===== config.mk =====
export PLATFORM = sky130hd
export DESIGN_NAME = dcache_ctrl
export DESIGN_NICKNAME = d
export VERILOG_FILES = /design/src/rtl/dcache_pkg.sv /design/src/rtl/dcache_array.sv /design/src/rtl/dcache_ctrl.sv
export SDC_FILE = /design/constraint.sdc
export NUM_CORES = 2
export LEC_CHECK = 0
export ABC_CLOCK_PERIOD_IN_PS = 30300
export BUFFER_PORTS_ARGS = -buffer_cell sky130_fd_sc_hd__buf_2
export CAP_MARGIN = 25
export CORE_ASPECT_RATIO = 1.2
export CORE_MARGIN = 3
export CORE_UTILIZATION = 45
export DETAILED_ROUTE_END_ITERATION = 6
export SYNTH_ARGS = -nofsm -noshare
export SYNTH_HDL_FRONTEND = slang
export SYNTH_SLANG_ARGS = --single-unit

===== constraint.sdc =====
create_clock -name CLK -period 30.3 [get_ports CLK]
set_input_delay 4.545 -clock CLK [delete_from_list [all_inputs] [get_ports CLK]]
set_output_delay 4.545 -clock CLK [all_outputs]
set_load 0.1 [all_outputs]

===== src/rtl/dcache_pkg.sv =====
// dcache_pkg: shared field widths, IO boundary, FSM states and line type for the data cache.
package dcache_pkg;
    localparam int OFF_W = 2;
    localparam int IDX_W = 4;
    localparam int TAG_W = 24;
    localparam int WORDS = 4;
    localparam logic [31:0] IO_BASE = 32'h1100_0000;
    typedef enum logic [2:0] {
        S_IDLE,
        S_WRITEBACK,
        S_FILL_REQ,
        S_FILL_WAIT,
        S_IO_WR,
        S_IO_REQ,
        S_IO_WAIT
    } state_e;
    typedef logic [WORDS-1:0][31:0] line_t;
endpackage


===== src/rtl/dcache_array.sv =====
// dcache_array: valid/dirty/tag/data storage with one read port and one line-wide write port.
module dcache_array
    import dcache_pkg::*;
#(
    parameter int LINES = 16
) (
    input  logic             CLK,
    input  logic             RST,
    input  logic [IDX_W-1:0] i_ridx,
    output logic             o_valid,
    output logic             o_dirty,
    output logic [TAG_W-1:0] o_tag,
    output line_t            o_data,
    input  logic             i_we,
    input  logic [IDX_W-1:0] i_widx,
    input  logic [TAG_W-1:0] i_wtag,
    input  line_t            i_wdata,
    input  logic             i_wdirty
);
    logic [LINES-1:0] r_valid;
    logic [LINES-1:0] r_dirty;
    logic [TAG_W-1:0] r_tag [LINES];
    line_t            r_data [LINES];
    always_ff @(posedge CLK) begin
        if (RST) begin
            r_valid <= '0;
            r_dirty <= '0;
        end else if (i_we) begin
            r_valid[i_widx] <= 1'b1;
            r_dirty[i_widx] <= i_wdirty;
        end
    end
    // Tags and data are deliberately left out of reset; valid gates their use.
    always_ff @(posedge CLK) begin
        if (i_we) begin
            r_tag[i_widx]  <= i_wtag;
            r_data[i_widx] <= i_wdata;
        end
    end
    assign o_valid = r_valid[i_ridx];
    assign o_dirty = r_dirty[i_ridx];
    assign o_tag   = r_tag[i_ridx];
    assign o_data  = r_data[i_ridx];
endmodule


===== src/rtl/dcache_ctrl.sv =====
// dcache_ctrl: direct-mapped write-back write-allocate data cache with an uncached IO window.
module dcache_ctrl
    import dcache_pkg::*;
#(
    parameter int          LINES   = 16,
    parameter logic [31:0] IO_BASE = dcache_pkg::IO_BASE
) (
    input  logic        CLK,
    input  logic        RST,
    input  logic [31:0] cpu_addr,
    input  logic        cpu_rd,
    input  logic        cpu_wr,
    input  logic [31:0] cpu_wdata,
    output logic [31:0] cpu_rdata,
    output logic        cpu_stall,
    output logic [31:0] mem_addr,
    output logic        mem_read,
    output logic        mem_write,
    output logic        mem_write_block,
    output logic [31:0] mem_w0_out,
    output logic [31:0] mem_w1_out,
    output logic [31:0] mem_w2_out,
    output logic [31:0] mem_w3_out,
    input  logic [31:0] mem_w0_in,
    input  logic [31:0] mem_w1_in,
    input  logic [31:0] mem_w2_in,
    input  logic [31:0] mem_w3_in
);
    state_e           r_state;
    state_e           w_next;
    logic [OFF_W-1:0] w_off;
    logic [IDX_W-1:0] w_idx;
    logic [TAG_W-1:0] w_tag;
    logic [TAG_W-1:0] w_ltag;
    logic             w_valid;
    logic             w_dirty;
    logic             w_io;
    logic             w_req;
    logic             w_hit;
    logic             w_we;
    line_t            w_line;
    line_t            w_wline;
    assign w_off = cpu_addr[3:2];
    assign w_idx = cpu_addr[7:4];
    assign w_tag = cpu_addr[31:8];
    assign w_io  = cpu_addr >= IO_BASE;
    assign w_req = cpu_rd | cpu_wr;
    assign w_hit = w_valid && (w_ltag == w_tag) && !w_io;
    // A fill cut short by reset must not land in the array.
    assign w_we  = !RST && ((r_state == S_IDLE && cpu_wr && w_hit) || r_state == S_FILL_WAIT);
    always_comb begin
        w_wline        = w_line;
        w_wline[w_off] = cpu_wdata;
        if (r_state == S_FILL_WAIT) w_wline = {mem_w3_in, mem_w2_in, mem_w1_in, mem_w0_in};
    end
    dcache_array #(.LINES(LINES)) u_array (
        .CLK     (CLK),
        .RST     (RST),
        .i_ridx  (w_idx),
        .o_valid (w_valid),
        .o_dirty (w_dirty),
        .o_tag   (w_ltag),
        .o_data  (w_line),
        .i_we    (w_we),
        .i_widx  (w_idx),
        .i_wtag  (w_tag),
        .i_wdata (w_wline),
        .i_wdirty(r_state == S_IDLE)
    );
    always_comb begin
        w_next = r_state;
        case (r_state)
            S_IDLE:
                if (w_req && w_io) w_next = cpu_wr ? S_IO_WR : S_IO_REQ;
                else if (w_req && !w_hit) w_next = (w_valid && w_dirty) ? S_WRITEBACK : S_FILL_REQ;
            S_WRITEBACK: w_next = S_FILL_REQ;
            S_FILL_REQ:  w_next = S_FILL_WAIT;
            S_IO_REQ:    w_next = S_IO_WAIT;
            default:     w_next = S_IDLE;
        endcase
    end
    always_ff @(posedge CLK) begin
        if (RST) r_state <= S_IDLE;
        else r_state <= w_next;
    end
    always_comb begin
        cpu_rdata       = '0;
        cpu_stall       = 1'b0;
        mem_addr        = '0;
        mem_read        = 1'b0;
        mem_write       = 1'b0;
        mem_write_block = 1'b0;
        mem_w0_out      = '0;
        mem_w1_out      = '0;
        mem_w2_out      = '0;
        mem_w3_out      = '0;
        if (!RST) begin
            case (r_state)
                S_IDLE: begin
                    cpu_stall = w_req && !w_hit;
                    cpu_rdata = (w_hit && !cpu_wr) ? w_line[w_off] : '0;
                end
                S_WRITEBACK: begin
                    cpu_stall       = 1'b1;
                    mem_write       = 1'b1;
                    mem_write_block = 1'b1;
                    mem_addr        = {w_ltag, w_idx, 4'b0000};
                    mem_w0_out      = w_line[0];
                    mem_w1_out      = w_line[1];
                    mem_w2_out      = w_line[2];
                    mem_w3_out      = w_line[3];
                end
                S_FILL_REQ: begin
                    cpu_stall = 1'b1;
                    mem_read  = 1'b1;
                    mem_addr  = {w_tag, w_idx, 4'b0000};
                end
                S_FILL_WAIT: cpu_stall = 1'b1;
                S_IO_WR: begin
                    mem_write  = 1'b1;
                    mem_addr   = cpu_addr;
                    mem_w0_out = cpu_wdata;
                end
                S_IO_REQ: begin
                    cpu_stall = 1'b1;
                    mem_read  = 1'b1;
                    mem_addr  = cpu_addr;
                end
                S_IO_WAIT: cpu_rdata = mem_w0_in;
                default: cpu_stall = 1'b0;
            endcase
        end
    end
endmodule


==> key figures <==
Timing
  • # setup viols final: 0
  • Slew margin rel.: 0.1518
  • Slew Viols, Final: 0
  • Hold_ws: 0.4472 ns
  • RSZ-0062 raised after global routing: no
  • Final period utilization: 0.5089
  • Clock period minus final worst setup slack: around 15 ns
  • Worst-Margin Slew: 1.272 ns
  • Clock Skew: roughly 0.08 ns
  • Final hold viol count: 0
  • Setup ws final: 14.88 ns
  • Fmax: about 65 MHz
  • Fin Setup TNS: 0 ns

Synthesis
  • Synthesized Nets: roughly 4800
  • Post-synth EDFFs: 2432
  • Distinct cell type count after synthesis: 72
  • Yosys top cell by area: edfxtp_1
  • Synth Register Bits: 2467
  • Post-synthesis async set-or-reset flop share: 0
  • Syn avg cell area: roughly 21 µm²
  • Cell area after synthesis: 99150 µm²
  • Sequential share of the synthesized area: 0.7436
  • Main synth FF type: edfxtp_1
  • Yosys warnings: 0
  • Post-synth top area share: 0.7366
  • Area contributors post-synth: edfxtp_1, mux4_2, mux2i_1
  • Cells after Synth: 4637

Clock tree
  • CTS root buf: clkbuf_16
  • CTS sink cnt: 2467
  • # H-tree levels: 4
  • CTS-repair resized insts: 0
  • CTS tree: done
  • Hold-fix buffers at CTS: 0
  • Post-CTS setup buffer count: 0
  • Clk buf depth: 3
  • Worst-path clk slew: 0.06 ns
  • CTS Buf Count: ~230
  • Clk_lat worst skew: 0.88 ns

Place
  • Placed cell count: 7930
  • Port-buffer cells: around 400
  • Final GP Congestion: 0.8352
  • Hpwl dp: about 180 mm
  • Setup WS pre-CTS: roughly 14 ns

Layout
  • Non-filler instance count after layout: 8440
  • Synthesis-to-finish area growth: 14.67%
  • Share of layout cells above drive strength 1: 0.3262
  • Nets: about 5400
  • Fin util: 0.5192

Run status
  • Status: finished clean

Power and ir drop
  • VDD IR-drop max: 54.60 µV
  • Power density over cell area: 65.11 nW/µm²
  • Leak: 0.03701 µW

Worst setup path
  • Cell mode on critical path: buf_4
  • Max incr delay on CP: 0.84 ns
  • Crit start category: primary input
  • CP max FO: 89
  • Crit-path leading delay family: buffers and inverters
  • CP bufs+invs: 7
  • CP max stage cell: buf_4
  • Critical Path, Cell by Cell: buf_8 -> buf_4 -> buf_16 -> buf_4 -> buf_4 -> buf_4 -> mux4_2 -> mux4_2 -> mux4_2 -> nand2b_1 -> a21oi_1 -> buf_2
  • Critical Path AT: 10.87 ns
  • CP Class: primary input to primary output
  • Worst EP required: roughly 26 ns
  • Setup crit end kind: primary output

Worst hold path
  • Worst min path class: register to register

Detailed routing
  • DR pass1 iterations: 6
  • Via density: 6.248
  • Via count: 52730
  • Number of antenna-violating nets in the routed design: 0
  • First DRT Iteration DRCs: 7253
  • # DRC: 0
  • WL per Instance: ~37 µm
  • Drt total wl: 309.5 mm

Die
  • Core area: 219000 µm²
  • Die W: 434.5 µm
  • Rows: 188
  • Chip Height: 520.2 µm
  • Number of top-level pins: 392
  • Die Area: 226000 µm²
  • Initial core utilization: 0.4527

Global route
  • Grt ovf: 0
  • Antenna violations before repair: 66
  • Total Routing Usage GR: 0.2738
  • Pin count of the biggest net entering global routing: 140
  • Number of global-route vias before repair: roughly 52000
  • First-pass GRT wire length: about 430 mm

Job
  • Max-cap violations: 0
cell usage after synthesis (9+ instances only):
cell / instances
buf_1: 40
buf_2: 36
a21o_1: 9
xnor2_1: 16
a21oi_1: 54
a22o_1: 53
mux2i_1: 222
and2_1: 102
o21ai_0: 154
mux4_2: 734
buf_6: 9
mux2_2: 10
nor3_1: 20
a22oi_1: 36
nand2b_1: 40
nand2_1: 229
clkbuf_1: 190
and3_1: 12
edfxtp_1: 2432
nor2_1: 46
nor2b_1: 11
dfxtp_1: 35
nand3_1: 12
cell usage in the layout, fill, tap and decap left out, types with 10 or more instances in the layout:
| cell type | synthesis | layout |
|---|---|---|
| nor2b_1 | 11 | 11 |
| clkinv_2 | 0 | 57 |
| nor2_1 | 46 | 37 |
| a21oi_1 | 54 | 53 |
| mux4_2 | 734 | 734 |
| xnor2_1 | 16 | 16 |
| mux2i_1 | 222 | 222 |
| clkbuf_16 | 0 | 238 |
| clkbuf_1 | 190 | 31 |
| diode_2 | 0 | 66 |
| buf_4 | 3 | 221 |
| bufinv_16 | 0 | 23 |
| a22oi_1 | 36 | 36 |
| nor3_1 | 20 | 13 |
| and2_1 | 102 | 102 |
| nand2b_1 | 40 | 38 |
| edfxtp_1 | 2432 | 2432 |
| buf_2 | 36 | 391 |
| clkinv_1 | 2 | 64 |
| nand3_1 | 12 | 12 |
| buf_12 | 1 | 15 |
| and3_1 | 12 | 10 |
| a22o_1 | 53 | 53 |
| o21ai_0 | 154 | 150 |
| dfxtp_1 | 35 | 35 |
| mux2_2 | 10 | 10 |
| nand2_1 | 229 | 228 |
per-stage QoR:
stage	area (µm²)	power, µW
5_1_grt	113700	7607
4_1_cts	113300	7443
3_5_place_dp	105700	4560
3_3_place_gp	105600	4547
2_1_floorplan	99150	4301
6_report	113700	7403
cell type report:
| cell class | instances | area, µm² |
|---|---|---|
| Clock buffer | 271 | 6100 |
| Antenna cell | 66 | 165.2 |
| Clock inverter | 163 | 1471 |
| Inverter | 5 | 23.77 |
| Sequential cell | 2467 | 73730 |
| Fill cell | 17270 | 105300 |
| Timing Repair Buffer | 641 | 4235 |
| Tap cell | 2945 | 3685 |
| Multi-Input combinational cell | 1882 | 24290 |
final timing paths:
check	startpoint	end	slack [ns]	depth (start not counted)
max reg2reg	u_array.r_tag[7][2]	u_array.r_data[6][84]	23.83	13
min	u_array.r_valid[14]	u_array.r_valid[14]	0.45	1
min reg2reg	u_array.r_valid[14]	u_array.r_valid[14]	0.45	1
max	cpu_addr[4]	cpu_rdata[14]	14.88	12
routing by layer:
metal | wire length, µm | GRT usage | vias to the layer above
li1 | - | - | 20740
met1 | 118600 | 0.3723 | 28700
met2 | 148100 | 0.4266 | 2784
met3 | 24960 | 0.04694 | 496
met4 | 17760 | 0.1450 | 8
met5 | 63 | 0 | -
flip-flops by register name, summed over array words and instances (netlist names):
signal and cells:
u_array.r_dirty 16, u_array.r_valid 16, u_array.r_tag 384, u_array.r_data 2048, r_state 3
kinds of logic after synthesis:
logic type,Yosys count,synth area share
DFF,2467,0.7436
muxes,967,0.1905
xor gates and xnor gates,22,0.001943
and+or+nand+nor,511,0.02542
buffers and inverters,288,0.01277
AOI/OAI and AO/OA,382,0.02573
power by group:
group	switching [µW]	internal, µW	total [µW]
Clock	1280	1630	2910
Sequential	1.90	3830	3830
Combinational	466	198	663
Power figures use the tool's default switching activity.
